==> src/rtl/morse_pkg.sv <==
// rtl/morse_pkg.sv - shared types and constants for the Morse letter capture block
//
// Holds the capture FSM state encoding, the symbol encoding stored in the
// code word (DOT=0, DASH=1) and the default number of symbols per letter.
package morse_pkg;

  // Default maximum symbols per letter (width of the code word).
  localparam int MORSE_MAX_SYM = 5;

  // Symbol value as stored in the code word.
  typedef enum logic {
    SYM_DOT  = 1'b0,
    SYM_DASH = 1'b1
  } morse_sym_e;

  // Capture FSM states.
  typedef enum logic [1:0] {
    ST_IDLE    = 2'd0,
    ST_COLLECT = 2'd1,
    ST_HOLD    = 2'd2
  } morse_state_e;

endpackage

==> src/rtl/morse_edge_det.sv <==
// rtl/morse_edge_det.sv - rising-edge detector for one synchronous key level
//
// Registers the previous key level and emits a one-cycle event when the key
// is 1 and the registered previous level is 0. The previous-level register
// resets to 0, so a key already held high when reset releases produces an
// event on the first cycle.
//
// Ports:
//   clk      - system clock, rising edge
//   rst_n    - asynchronous active-low reset
//   key_i    - key level, already synchronous to clk
//   event_o  - combinational one-cycle rising-edge pulse
module morse_edge_det (
  input  logic clk,
  input  logic rst_n,
  input  logic key_i,
  output logic event_o
);

  logic prev_q;

  always_ff @(posedge clk or negedge rst_n) begin
    if (!rst_n) begin
      prev_q <= 1'b0;
    end else begin
      prev_q <= key_i;
    end
  end

  assign event_o = key_i & ~prev_q;

endmodule

==> src/rtl/morse_capture_ctrl.sv <==
// rtl/morse_capture_ctrl.sv - captures dot/dash key presses into a Morse letter with valid/ready output
//
// Optional feature macro: MORSE_TIMEOUT_EN
//   defined   - a letter in collection is also closed after GAP_CYCLES
//               consecutive cycles without a key event.
//   undefined - a letter closes only when full or on end_in.
//
// Ports:
//   clk        - system clock, rising edge
//   reset      - asynchronous active-low reset
//   dot_in     - dot key level (synchronous)
//   dash_in    - dash key level (synchronous)
//   end_in     - single-cycle request to close the current letter
//   code       - captured symbols, first symbol in MSB, dash=1, dot=0
//   len        - number of valid symbols in code
//   code_valid - letter available (HOLD state)
//   code_ready - consumer accepts the letter
//   drop       - one-cycle pulse when a key edge was discarded
module morse_capture_ctrl
  import morse_pkg::*;
#(
  parameter int MAX_SYM    = MORSE_MAX_SYM,
  parameter int GAP_CYCLES = 1000,
  parameter int CNT_W      = 16
) (
  input  logic               clk,
  input  logic               reset,
  input  logic               dot_in,
  input  logic               dash_in,
  input  logic               end_in,
  output logic [MAX_SYM-1:0] code,
  output logic [2:0]         len,
  output logic               code_valid,
  input  logic               code_ready,
  output logic               drop
);

  // Elaboration-time guards on the configuration.
  if (MAX_SYM < 1 || MAX_SYM > 7) begin : g_bad_max_sym
    $error("MAX_SYM must be in 1..7 to fit the 3-bit len output");
  end
  if (GAP_CYCLES < 1 || longint'(GAP_CYCLES) > ((longint'(1) << CNT_W) - 1)) begin : g_bad_gap
    $error("GAP_CYCLES must be at least 1 and fit in CNT_W bits");
  end

  localparam logic [2:0] LEN_FULL = 3'(MAX_SYM);

  morse_state_e       state_q, state_d;
  logic [MAX_SYM-1:0] code_q, code_d;
  logic [2:0]         len_q, len_d;
  logic               drop_q, drop_d;

  logic       dot_ev, dash_ev, key_ev, both_ev;
  morse_sym_e sym;

  morse_edge_det u_dot_edge (
    .clk     (clk),
    .rst_n   (reset),
    .key_i   (dot_in),
    .event_o (dot_ev)
  );

  morse_edge_det u_dash_edge (
    .clk     (clk),
    .rst_n   (reset),
    .key_i   (dash_in),
    .event_o (dash_ev)
  );

  assign key_ev  = dot_ev | dash_ev;
  assign both_ev = dot_ev & dash_ev;
  // A simultaneous dot and dash resolves to a dash; the dot is the dropped edge.
  assign sym     = dash_ev ? SYM_DASH : SYM_DOT;

`ifdef MORSE_TIMEOUT_EN
  localparam logic [CNT_W-1:0] GAP_LAST = CNT_W'(GAP_CYCLES - 1);
  logic [CNT_W-1:0] gap_q, gap_d;
`endif

  always_ff @(posedge clk or negedge reset) begin
    if (!reset) begin
      state_q <= ST_IDLE;
      code_q  <= '0;
      len_q   <= '0;
      drop_q  <= 1'b0;
    end else begin
      state_q <= state_d;
      code_q  <= code_d;
      len_q   <= len_d;
      drop_q  <= drop_d;
    end
  end

`ifdef MORSE_TIMEOUT_EN
  always_ff @(posedge clk or negedge reset) begin
    if (!reset) begin
      gap_q <= '0;
    end else begin
      gap_q <= gap_d;
    end
  end
`endif

  always_comb begin
    state_d = state_q;
    code_d  = code_q;
    len_d   = len_q;
    drop_d  = 1'b0;
`ifdef MORSE_TIMEOUT_EN
    // The gap counter only runs while collecting; every other path clears it.
    gap_d   = '0;
`endif

    case (state_q)
      ST_IDLE: begin
        if (key_ev) begin
          code_d[MAX_SYM-1] = sym;
          len_d             = 3'd1;
          drop_d            = both_ev;
          state_d           = (len_d == LEN_FULL) ? ST_HOLD : ST_COLLECT;
        end
      end

      ST_COLLECT: begin
        if (key_ev) begin
          // Next free slot counts down from the MSB.
          for (int i = 0; i < MAX_SYM; i++) begin
            if (i == MAX_SYM - 1 - int'(len_q)) begin
              code_d[i] = sym;
            end
          end
          len_d  = len_q + 3'd1;
          drop_d = both_ev;
          if (len_d == LEN_FULL || end_in) begin
            state_d = ST_HOLD;
          end
        end else if (end_in) begin
          state_d = ST_HOLD;
        end
`ifdef MORSE_TIMEOUT_EN
        else if (gap_q == GAP_LAST) begin
          state_d = ST_HOLD;
        end else begin
          gap_d = gap_q + 1'b1;
        end
`endif
      end

      ST_HOLD: begin
        // The letter is frozen; any new key edge is lost, including on the
        // handshake cycle.
        drop_d = key_ev;
        if (code_ready) begin
          state_d = ST_IDLE;
          code_d  = '0;
          len_d   = '0;
        end
      end

      default: begin
        state_d = ST_IDLE;
        code_d  = '0;
        len_d   = '0;
      end
    endcase
  end

  assign code       = code_q;
  assign len        = len_q;
  assign code_valid = (state_q == ST_HOLD);
  assign drop       = drop_q;

endmodule

==> config.mk <==
export PLATFORM = sky130hd
export DESIGN_NAME = morse_capture_ctrl
export DESIGN_NICKNAME = d
export VERILOG_FILES = /design/src/rtl/morse_pkg.sv /design/src/rtl/morse_edge_det.sv /design/src/rtl/morse_capture_ctrl.sv
export SDC_FILE = /design/constraint.sdc
export NUM_CORES = 1
export LEC_CHECK = 0
export ABC_CLOCK_PERIOD_IN_PS = 2950
export BUFFER_PORTS_ARGS = -buffer_cell sky130_fd_sc_hd__buf_2
export CAP_MARGIN = 20
export CORE_MARGIN = 10
export CORE_UTILIZATION = 40
export DETAILED_ROUTE_END_ITERATION = 7
export PLACE_DENSITY = 0.73
export SYNTH_ARGS = -nofsm -noshare
export SYNTH_HDL_FRONTEND = slang
export SYNTH_SLANG_ARGS = --single-unit
==> constraint.sdc <==
create_clock -name clk -period 2.95 [get_ports clk]
set_input_delay 0.295 -clock clk [delete_from_list [all_inputs] [get_ports clk]]
set_output_delay 0.295 -clock clk [all_outputs]
set_load 0.03 [all_outputs]
==> qor_table.md, run 1 <==
| Group | Parameter | Reported |
| --- | --- | --- |
| run status | Status | completed |
| detailed routing | Via count normalized by instance count | 5.19 |
| floorplanning | Die Wd | 63.7 um |
| worst setup path | Cell-by-cell trace of the critical path | and2b_1 -> buf_2 |
| global route | Overall routing resource usage | 9.15% |
| clocking | Cells resized by post-CTS repair | 0 |
| synth | Share of flip-flops with an asynchronous set or reset | 100% |
| hold path | Count of cells along the worst hold path | 1 |
| detailed routing | Detailed Route WL | 1.71 mm |
| global route | Initial antenna violation count | 0 |
| hold path | Worst Hold Class | in2reg |
| clocking | Num CTS Buffers | 3 |
| sta | Max-slew headroom | 76.0% |
| sta | Ratio of final minimum period to clock period | 55.7% |
| detailed routing | Violation count after the first detailed-route iteration | 7 |
| floorplanning | Total core area | 0.00176 mm^2 |
| floorplanning | Row count | 15 |
| floorplanning | Die Footprint | 0.00406 mm^2 |
| power | Pleak | 0.447 nW |
| sta | Setup TNS Final | 0 ns |
| global route | Gr ovfl total | 0 |
| job | Max-cap violations | 0 |
| cells and area | Total area of multi-input combinational cells | 402 um^2 |
| cells and area | Post-route insts no fill | 118 |
| cells and area | Area used by sequential logic in the layout | 325 um^2 |
| clocking | Clock Pin Slew Worst Setup and Hold Paths | 0.08 ns |
| synth | Cell variety after synth | 32 |
| cells and area | Count of inserted antenna diode cells | 0 |
| global route | Wire length of the first global-routing pass | 2.98 mm |
| cells and area | Post-synthesis to final-layout area growth | 16.2% |
| synth | Primary flip-flop cell chosen by synthesis mapping | sky130_fd_sc_hd__dfrtp_1 |
| floorplanning | Starting utilization of the core area | 43.3% |
| worst setup path | Arrival time at the worst endpoint | 1.35 ns |
| floorplanning | Boundary Pins | 16 |
| detailed routing | Wirelength per Cell | 14.5 um |
| global route | Largest net degree at the start of global routing | 14 |
| placed design | Count of buffers inserted at the top-level ports | 15 |
| cells and area | Fill cell count | 180 |
| detailed routing | DR pass1 iterations | 4 |
| worst setup path | Crit path kind | reg2out |
| placed design | HPWL reported at the end of detailed placement | 1.30 mm |
| power | PD cells | 891 mW/mm^2 |
| clocking | TritonCTS clock tree | done |
| power | Power, Total | 0.000792 W |
| sta | Final Hold Viols | 0 |
| worst setup path | CP endpoint kind | output pin |
| sta | Fin Hold WS | 0.137 ns |
| cells and area | Nets@finish | 105 |
| worst setup path | Sort of element at the start of the critical path | register |
| clocking | Total number of clock tree sinks | 13 |
| sta | Setup repair after global routing missed its margin | no |
| placed design | Final weighted congestion in routability-driven placement | 0.808 |
| placed design | Setup slack after placement | 1.41 ns |
| synth | Mapped Cells | 75 |
| worst setup path | Count of cells along the worst register-to-register path | 6 |
| sta | Largest clock skew in the final design | 0.00330 ns |
| clocking | Maximum number of buffers from clock root to sink | 2 |
| power | Highest ir drop seen on vdd | 444 uV |
| synth | Cell area after synthesis | 764 um^2 |
| sta | Tmin final | 1.64 ns |
| synth | Flip-flop and latch count after synthesis | 13 |
| worst setup path | Master of the slowest instance on the critical path | sky130_fd_sc_hd__dfrtp_1 |
| placed design | Number of cells in the design after placement | 113 |
| synth | Sequential share of the synthesized area | 42.6% |
| clocking | Library cell used as clock root buffer | sky130_fd_sc_hd__clkbuf_4 |
| global route | Vias in the first global route | 627 |
| clocking | Total number of H-tree levels | 1 |
| synth | Post-synth top area share | 42.6% |
| clocking | Number of buffers inserted to repair setup after CTS | 0 |
| synth | Leading post-synthesis cells by cell area | sky130_fd_sc_hd__dfrtp_1, sky130_fd_sc_hd__ha_1, sky130_fd_sc_hd__o21ai_0 |
| sta | Worst-case setup margin in the final layout | 1.31 ns |
| worst setup path | Highest fanout seen on the critical path | 12 |
| synth | Count of flip-flops with a built-in enable after synthesis | 0 |
| floorplanning | Die H | 63.7 um |
| synth | Synthesized area divided by synthesized cell count | 10.2 um^2 |
| cells and area | Fraction of layout cells with a size suffix above 1 | 25.8% |
| worst setup path | Crit-path max cell delay | 0.52 ns |
| sta | Slew @ Worst Pin | 0.360 ns |
| sta | Count of final max-slew check failures | 0 |
| sta | Number of failing setup endpoints in the final timing report | 0 |
| detailed routing | Routed via count | 613 |
| synth | Post-synthesis net count | 86 |
| clocking | Count of hold-fix buffers inserted at cts | 1 |
| detailed routing | DR DRC count | 0 |
| worst setup path | Required time of the critical path | 2.65 ns |
| clocking | Clock latency of the later-clocked register in the worst-skew pair | 0.29 ns |
| sta | Fmax | 0.608 GHz |
| synth | Synth area leader | sky130_fd_sc_hd__dfrtp_1 |
| synth | Synthesis Warnings | 0 |
| detailed routing | Remaining antenna violation count | 0 |
==> kinds of logic after synthesis <==
group                      count (synthesis)  share of synthesized area [%]
AOI/OAI and AO/OA                         19                           16.5
muxes                                      3                           3.93
xor gates and xnor gates                   2                           2.29
and+or+nand+nor                           26                           21.6
buffers and inverters                      7                           4.91
DFF                                       13                           42.6
adders and majority gates                  5                           8.18
==> layer usage <==
| layer | GRT usage (%) | up-vias | wire (um) |
|---|---|---|---|
| li1 | - | 304 | - |
| met1 | 10.7 | 296 | 797 |
| met2 | 13.8 | 9 | 792 |
| met3 | 2.83 | 4 | 67 |
| met4 | 6.56 | 0 | 53 |
| met5 | 0 | - | 0 |
==> cells in the mapped netlist (all sizes together), types with 2 or more instances <==
master and number:
a21oi 2, a32oi 2, and2b 2, buf 2, dfrtp 13, ha 5
inv 5, mux2i 3, nand2 10, nand2b 3, nand4 3, nor2b 4
o21ai 8
==> through the flow <==
| stage | cell area [um^2] | utilization (%) |
|---|---|---|
| after floorplan | 764 | - |
| after global placement | 852 | 48.3 |
| after detailed placement | 852 | 48.3 |
| after CTS | 888 | 50.4 |
| after global routing | 888 | 50.4 |
| final | 888 | 50.4 |
==> registers in the layout (all words and copies together) (netlist names) <==
name                flops
u_dot_edge.prev_q       1
code                    5
u_dash_edge.prev_q      1
state_q                 2
len                     3
drop                    1
==> area by class of cell <==
cell class | instances | area share, %
Multi-Input combinational cell | 55 | 45.2
Clock buffer | 4 | 2.96
Inverter | 5 | 2.11
Sequential cell | 13 | 36.6
Tap cell | 25 | 3.52
Timing Repair Buffer | 16 | 9.58
==> placed cells by master (no fill, tap or decap) <==
cell type and n:
sky130_fd_sc_hd__xnor2_1 1, sky130_fd_sc_hd__a41oi_1 1, sky130_fd_sc_hd__nand2_4 1, sky130_fd_sc_hd__o211ai_1 1, sky130_fd_sc_hd__buf_2 15, sky130_fd_sc_hd__nor2b_4 1
sky130_fd_sc_hd__a32oi_1 2, sky130_fd_sc_hd__a32o_1 1, sky130_fd_sc_hd__o21ai_2 1, sky130_fd_sc_hd__inv_1 5, sky130_fd_sc_hd__nand4_1 3, sky130_fd_sc_hd__mux2i_1 3
sky130_fd_sc_hd__nand4bb_2 1, sky130_fd_sc_hd__nor2b_1 3, sky130_fd_sc_hd__o22ai_1 1, sky130_fd_sc_hd__or3_1 1, sky130_fd_sc_hd__dfrtp_1 13, sky130_fd_sc_hd__nand3_1 1
sky130_fd_sc_hd__o31ai_1 1, sky130_fd_sc_hd__ha_1 5, sky130_fd_sc_hd__nand2_1 9, sky130_fd_sc_hd__nor2_1 1, sky130_fd_sc_hd__and2b_2 1, sky130_fd_sc_hd__o21ai_0 7
sky130_fd_sc_hd__clkbuf_1 1, sky130_fd_sc_hd__dlygate4sd3_1 1, sky130_fd_sc_hd__clkbuf_4 3, sky130_fd_sc_hd__and2b_1 1, sky130_fd_sc_hd__xor2_1 1, sky130_fd_sc_hd__nand2b_2 1
sky130_fd_sc_hd__a31oi_1 1, sky130_fd_sc_hd__nand2b_1 2, sky130_fd_sc_hd__o2bb2ai_1 1, sky130_fd_sc_hd__a21oi_1 2
==> worst max-delay path: cells and delay by family, from the launching register on <==
family | cells | cell delay, ns
flops | 1 | 0.52
simple gates | 1 | 0.32
buf+inv | 1 | 0.22
==> final timing paths <==
kind                            start           endpoint  slack [ns]
max in group asynchronous       reset               drop        2.31
max reg2reg                    len[0]            code[4]        1.39
min reg2reg                   code[3]            code[3]        0.52
min in group asynchronous       reset            code[0]        0.42
max                        state_q[0]         code_valid        1.31
min                            dot_in  u_dot_edge.prev_q        0.14
==> power by group <==
group	internal (W)	switching, W
registers	0.000223	0.0000813
clock network	0.0000527	0.0000642
logic	0.000143	0.000228
total	0.000418	0.000373
No activity file was read; power rests on OpenSTA's default activity.
==> run 2: changes to the inputs <==
- ABC_CLOCK_PERIOD_IN_PS: 2950 -> 1500
- PLACE_DENSITY: 0.73 -> 0.76
- clock period: 2.95 -> 1.5 ns (I/O delays scaled with it)
==> qor_table.md, run 2 (synthesis results as in run 1) <==
| Group | Parameter | Reported | vs previous |
| --- | --- | --- | --- |
| worst setup path | Master of the slowest instance on the critical path | sky130_fd_sc_hd__dfrtp_2 |  |
| detailed routing | Via count normalized by instance count | 5.17 | -0.52% |
| floorplanning | Starting utilization of the core area | 43.3% | unchanged |
| floorplanning | Total core area | 0.00176 mm^2 | unchanged |
| global route | Vias in the first global route | 603 | -3.8% |
| worst setup path | Required time of the critical path | 1.70 ns | -0.95 ns |
| cells and area | Post-synthesis to final-layout area growth | 25.7% |  |
| clocking | Number of buffers inserted to repair setup after CTS | 0 | unchanged |
| worst setup path | Sum of buffers and inverters on the critical path | 1 | unchanged |
| power | Power, Total | 0.00172 W | +120% |
| sta | Count of final max-slew check failures | 0 | unchanged |
| sta | Slew @ Worst Pin | 0.349 ns | -0.0108 ns |
| cells and area | Total area of multi-input combinational cells | 414 um^2 | +3.1% |
| floorplanning | Die Footprint | 0.00406 mm^2 | unchanged |
| floorplanning | Die H | 63.7 um | unchanged |
| hold path | Worst Hold Class | in2reg |  |
| clocking | Total number of clock tree sinks | 13 | unchanged |
| clocking | Total number of H-tree levels | 1 | unchanged |
| cells and area | Most frequent cells in the layout | sky130_fd_sc_hd__buf_2, sky130_fd_sc_hd__dfrtp_1, sky130_fd_sc_hd__nand2_1 |  |
| clocking | Maximum number of buffers from clock root to sink | 2 | unchanged |
| power | Pleak | 0.478 nW | +7.1% |
| detailed routing | Top layer in use | met4 |  |
| placed design | HPWL reported at the end of detailed placement | 1.38 mm | +6.7% |
| placed design | Final weighted congestion in routability-driven placement | 0.845 | +4.5% |
| worst setup path | Family with the most delay on the worst path | flip-flops |  |
| global route | Initial antenna violation count | 0 | unchanged |
| sta | Fmax | 0.708 GHz |  |
| detailed routing | Remaining antenna violation count | 0 | unchanged |
| cells and area | Most common library cell in the layout ignoring fill and taps | sky130_fd_sc_hd__buf_2 |  |
| sta | Setup repair after global routing missed its margin | no |  |
| clocking | Num CTS Buffers | 3 | unchanged |
| detailed routing | Routed met1 length | 838 um | +5.1% |
| global route | Largest net degree at the start of global routing | 14 | unchanged |
| power | Highest ir drop seen on vdd | 1030 uV | +130% |
| sta | Number of failing setup endpoints in the final timing report | 0 | unchanged |
| job | Max-cap violations | 0 | unchanged |
| power | PD cells | 1790 mW/mm^2 | +100% |
| sta | Ratio of final minimum period to clock period | 94.2% |  |
| detailed routing | Sum of met3 wire segment lengths after detailed routing | 77 um | +15% |
| global route | Overall routing resource usage | 8.55% | -0.60 points |
| placed design | Count of buffers inserted at the top-level ports | 15 | unchanged |
| floorplanning | Die Wd | 63.7 um | unchanged |
| sta | Max-slew headroom | 76.5% | +0.48 points |
| cells and area | Nets@finish | 112 | +6.7% |
| cells and area | Area used by sequential logic in the layout | 328 um^2 | +0.77% |
| global route | Gr ovfl total | 0 | unchanged |
| worst setup path | Crit path kind | reg2reg |  |
| detailed routing | Routed length on met2 | 848 um | +7.1% |
| worst setup path | CP endpoint kind | register |  |
| floorplanning | Boundary Pins | 16 | unchanged |
| placed design | Number of cells in the design after placement | 118 | +4.4% |
| detailed routing | Violation count after the first detailed-route iteration | 26 | +19 |
| clocking | TritonCTS clock tree | done |  |
| sta | Tmin final | 1.41 ns |  |
| worst setup path | Crit-path max cell delay | 0.44 ns | -0.08 ns |
| cells and area | Fraction of layout cells with a size suffix above 1 | 32.0% | +6.2 points |
| sta | Largest clock skew in the final design | 0.000723 ns | -0.00257 ns |
| sta | Final Hold Viols | 0 | unchanged |
| cells and area | Flip-flop count of the largest register, all copies and words added | 5 | unchanged |
| detailed routing | Routed via count | 646 | +5.4% |
| cells and area | Post-route insts no fill | 125 | +5.9% |
| run status | Status | completed |  |
| clocking | Clock latency of the later-clocked register in the worst-skew pair | 0.28 ns | about the same |
| worst setup path | Sort of element at the start of the critical path | register |  |
| detailed routing | DR DRC count | 0 | unchanged |
| cells and area | Fill cell count | 172 | -4.4% |
| global route | Wire length of the first global-routing pass | 2.82 mm | -5.5% |
| clocking | Library cell used as clock root buffer | sky130_fd_sc_hd__clkbuf_4 |  |
| cells and area | Count of inserted antenna diode cells | 0 | unchanged |
| detailed routing | Detailed Route WL | 1.79 mm | +4.7% |
| worst setup path | Arrival time at the worst endpoint | 1.62 ns | +0.27 ns |
| sta | Setup TNS Final | 0 ns | unchanged |
| worst setup path | Highest fanout seen on the critical path | 5 | -7 |
| detailed routing | Wirelength per Cell | 14.3 um | -1.2% |
| floorplanning | Row count | 15 | unchanged |
| detailed routing | DR pass1 iterations | 4 | unchanged |
| clocking | Clock Pin Slew Worst Setup and Hold Paths | 0.08 ns | about the same |
| worst setup path | Cell-by-cell trace of the critical path | inv_1 -> ha_4 -> nand4bb_2 -> o21ai_2 -> nand4_1 -> mux2i_1 |  |
[run 2: changes by cell type in the layout (fill, tap and decap cells not counted), sizes merged]
cell         previous run  this run
buf                    15        20
dlygate4sd3             1         3
[run 2: layout make-up]
class	instances	share of cell area, %
multi-input cells	55	43.1
repair buffers	23	14.8
flip-flops and latches	13	34.1
inverters	5	1.95
clock buffers	4	2.73
well taps	25	3.26
[run 2: worst paths after layout]
path,startpoint,to,slack [ns],cells after the start
setup / recovery,len[0],code[3],0.09,6
hold / removal,end_in,state_q[1],0.16,3
setup reg to reg,len[0],code[3],0.09,6
hold reg to reg,code[2],code[2],0.53,2
max in group asynchronous,reset,len[0],0.98,2
min in group asynchronous,reset,code[2],0.28,2
[run 2: stage by stage]
step / hold WS (ns) / setup WS [ns] / area (um^2) / util [%]
after global placement: 0.0505 / 0.110 / 892 / 50.6
after global routing: 0.169 / 0.0335 / 961 / 54.5
final: 0.156 / 0.0876 / 961 / 54.5
after detailed placement: 0.0513 / 0.0577 / 892 / 50.6
after floorplan: -0.146 / 0.0178 / 767 / -
after CTS: 0.155 / 0.0329 / 948 / 53.8
[run 2: timing repair]
| item | 4_1_cts | 5_1_grt |
|---|---|---|
| gates resized for setup | 0 | 3 |
| hold buffers | 3 | 0 |
| setup endpoints to repair | 0 | 5 |
| hold endpoints to repair | 15 | 0 |
[run 2: worst reg2reg max path, delay by kind of cell, from the launching register on]
| kind | cells | cell delay (ns) |
|---|---|---|
| AO/OA/AOI/OAI | 1 | 0.11 |
| adder cells (fa/ha/maj) | 1 | 0.18 |
| buffers and inverters | 1 | 0.12 |
| flip-flops | 1 | 0.44 |
| multiplexers | 1 | 0.19 |
| AND/OR/NAND/NOR | 2 | 0.29 |
[run 2: report_power, final]
group	internal, W	switching [W]	total, W
Clock	0.000103	0.000123	0.000227
Sequential	0.000445	0.0000971	0.000542
Combinational	0.000395	0.000555	0.000950
[run 2: per-layer routing]
metal,up-vias,global-route usage [%]
li1,319,-
met1,299,10.2
met2,24,13.7
met3,4,1.94
met4,0,4.92
met5,-,0
==> run 3: changes to the inputs <==
- PLACE_DENSITY: 0.76 -> 0.62
==> qor_table.md, run 3 (synthesis results as in run 1) <==
| Group | Parameter | Reported | vs previous |
| --- | --- | --- | --- |
| run status | Status | completed |  |
| detailed routing | Top layer in use | met4 |  |
| worst setup path | Crit-path max cell delay | 0.43 ns | about the same |
| worst setup path | Family with the most delay on the worst path | flip-flops |  |
| cells and area | Post-route insts no fill | 125 | unchanged |
| job | Max-cap violations | 0 | unchanged |
| detailed routing | Wirelength per Cell | 14.3 um | -0.34% |
| global route | Largest net degree at the start of global routing | 14 | unchanged |
| worst setup path | Launch instance of the worst register-to-register path | len[0] |  |
| cells and area | Total non-filler cell area in the finished layout | 961 um^2 | unchanged |
| placed design | Count of buffers inserted at the top-level ports | 15 | unchanged |
| detailed routing | DR DRC count | 0 | unchanged |
| power | Pleak | 0.478 nW | unchanged |
| sta | Number of failing setup endpoints in the final timing report | 0 | unchanged |
| placed design | Setup slack after placement | 0.0520 ns | -0.00577 ns |
| global route | Wire length of the first global-routing pass | 2.92 mm | +3.7% |
| cells and area | Fill cell count | 174 | +1.2% |
| detailed routing | Routed met1 length | 842 um | +0.48% |
| detailed routing | DR pass1 iterations | 5 | +1 |
| global route | Overall routing resource usage | 9.16% | +0.61 points |
| global route | Gr ovfl total | 0 | unchanged |
| detailed routing | Violation count after the first detailed-route iteration | 23 | -12% |
| cells and area | Post-synthesis to final-layout area growth | 25.7% | unchanged |
| hold path | Worst Hold Class | in2reg |  |
| detailed routing | Routed via count | 650 | +0.62% |
| cells and area | Most frequent cells in the layout | sky130_fd_sc_hd__buf_2, sky130_fd_sc_hd__dfrtp_1, sky130_fd_sc_hd__nand2_1 |  |
| cells and area | Nets@finish | 112 | unchanged |
| worst setup path | Sum of buffers and inverters on the critical path | 1 | unchanged |
| sta | Ratio of final minimum period to clock period | 95.0% | +0.84 points |
| power | PD cells | 1790 mW/mm^2 | about the same |
| cells and area | Utilization of the core after routing | 54.5% | unchanged |
| floorplanning | Total core area | 0.00176 mm^2 | unchanged |
| detailed routing | Detailed Route WL | 1.78 mm | -0.34% |
| placed design | HPWL reported at the end of detailed placement | 1.35 mm | -2.6% |
| worst setup path | Count of cells along the worst register-to-register path | 6 | unchanged |
| worst setup path | Master of the slowest instance on the critical path | sky130_fd_sc_hd__dfrtp_2 |  |
| clocking | Library cell used as clock root buffer | sky130_fd_sc_hd__clkbuf_4 |  |
| sta | Worst-case setup margin in the final layout | 0.0750 ns | -0.0126 ns |
| global route | Initial antenna violation count | 0 | unchanged |
| detailed routing | Sum of met3 wire segment lengths after detailed routing | 127 um | +65% |
| floorplanning | Starting utilization of the core area | 43.3% | unchanged |
| clocking | Num CTS Buffers | 3 | unchanged |
| worst setup path | Endpoint of the worst-slack reg-to-reg timing path | code[1] |  |
| sta | Largest clock skew in the final design | 0.00213 ns | +0.00141 ns |
| placed design | Final weighted congestion in routability-driven placement | 0.863 | +2.2% |
| power | Highest ir drop seen on vdd | 744 uV | -27% |
| floorplanning | Die Footprint | 0.00406 mm^2 | unchanged |
| worst setup path | Highest fanout seen on the critical path | 5 | unchanged |
| sta | Max-slew headroom | 79.0% | +2.6 points |
| worst setup path | Arrival time at the worst endpoint | 1.60 ns | -0.02 ns |
| worst setup path | Setup slack on the worst flop-to-flop path | 0.08 ns | about the same |
| floorplanning | Die H | 63.7 um | unchanged |
| floorplanning | Die Wd | 63.7 um | unchanged |
| worst setup path | CP endpoint kind | register |  |
| global route | Vias in the first global route | 613 | +1.7% |
| clocking | Total number of H-tree levels | 1 | unchanged |
| placed design | Placement Cell Area | 892 um^2 | unchanged |
| cells and area | Fraction of layout cells with a size suffix above 1 | 32.0% | unchanged |
| sta | Final Hold Viols | 0 | unchanged |
| cells and area | Flip-flop count of the largest register, all copies and words added | 5 | unchanged |
| worst setup path | Required time of the critical path | 1.68 ns | -0.02 ns |
| worst setup path | Crit path kind | reg2reg |  |
| clocking | Clock Pin Slew Worst Setup and Hold Paths | 0.08 ns | about the same |
| cells and area | Most common library cell in the layout ignoring fill and taps | sky130_fd_sc_hd__buf_2 |  |
| cells and area | Count of inserted antenna diode cells | 0 | unchanged |
| clocking | Maximum number of buffers from clock root to sink | 2 | unchanged |
| floorplanning | Row count | 15 | unchanged |
| clocking | TritonCTS clock tree | done |  |
| detailed routing | Routed length on met2 | 763 um | -10% |
| sta | Setup TNS Final | 0 ns | unchanged |
| worst setup path | Sort of element at the start of the critical path | register |  |
| sta | Tmin final | 1.42 ns | +0.0126 ns |
| worst setup path | Launching element of the worst setup path | len[0] |  |
| worst setup path | Termination of the worst setup path | code[1] |  |
| worst setup path | Cell-by-cell trace of the critical path | inv_1 -> ha_4 -> nand4bb_2 -> o21ai_2 -> nand4_1 -> mux2i_1 |  |
| sta | Slew @ Worst Pin | 0.311 ns | -0.0384 ns |
| cells and area | Area used by sequential logic in the layout | 328 um^2 | unchanged |
| clocking | Total number of clock tree sinks | 13 | unchanged |
| detailed routing | Via count normalized by instance count | 5.20 | +0.62% |
| cells and area | Total area of multi-input combinational cells | 414 um^2 | unchanged |
| placed design | Number of cells in the design after placement | 118 | unchanged |
| clocking | Clock latency of the later-clocked register in the worst-skew pair | 0.28 ns | about the same |
| sta | Fmax | 0.702 GHz | -0.88% |
| floorplanning | Boundary Pins | 16 | unchanged |
| worst setup path | Cell depth of the worst setup path | 6 | unchanged |
| sta | Setup repair after global routing missed its margin | no |  |
| detailed routing | Remaining antenna violation count | 0 | unchanged |
| sta | Count of final max-slew check failures | 0 | unchanged |
==> run 3: area by class of cell <==
type / instances / area share (%)
Multi-Input combinational cell: 55 / 43.1
Sequential cell: 13 / 34.1
Timing Repair Buffer: 23 / 14.8
Tap cell: 25 / 3.26
Clock buffer: 4 / 2.73
Inverter: 5 / 1.95
==> run 3: tightest hold or removal path: stages <==
cell and delay (ns):
sky130_fd_sc_hd__buf_2 0.09, sky130_fd_sc_hd__a21oi_1 0.06, sky130_fd_sc_hd__o21ai_0 0.07, sky130_fd_sc_hd__a41oi_1 0.05
==> run 3: worst min path at each step <==
| stage | endpoint | depth (start not counted) | slack [ns] | startpoint |
|---|---|---|---|---|
| 2_1_floorplan | code[0] | 0 | -0.15 | reset |
| 3_3_place_gp | drop | 1 | 0.06 | reset |
| 3_5_place_dp | state_q[1] | 1 | 0.06 | reset |
| 4_1_cts | state_q[0] | 4 | 0.17 | end_in |
| 5_1_grt | state_q[0] | 4 | 0.20 | end_in |
| 6_report | state_q[0] | 4 | 0.17 | end_in |
==> run 3: what timing repair did <==
item | CTS | global route
hold buffers | 3 | 0
setup buffers | 0 | 0
hold endpoints to repair | 15 | 0
gates resized for setup | 0 | 3
setup endpoints to repair | 0 | 4
==> run 3: stage by stage <==
stage          hold WS, ns  total power (W)
2_1_floorplan       -0.146          0.00118
3_3_place_gp        0.0553          0.00143
3_5_place_dp        0.0608          0.00144
4_1_cts              0.171          0.00167
5_1_grt              0.199          0.00185
6_report             0.172          0.00172
==> run 3: power breakdown <==
part           switching [W]  total [W]  internal, W
combinational       0.000560   0.000959     0.000398
sequential         0.0000864   0.000531     0.000445
clock               0.000125   0.000228     0.000103
==> run 3: metal layers <==
layer	global-route usage (%)	up-vias
met5	0	-
met1	10.9	307
met2	12.7	22
met3	4.06	4
li1	-	317
met4	6.56	0
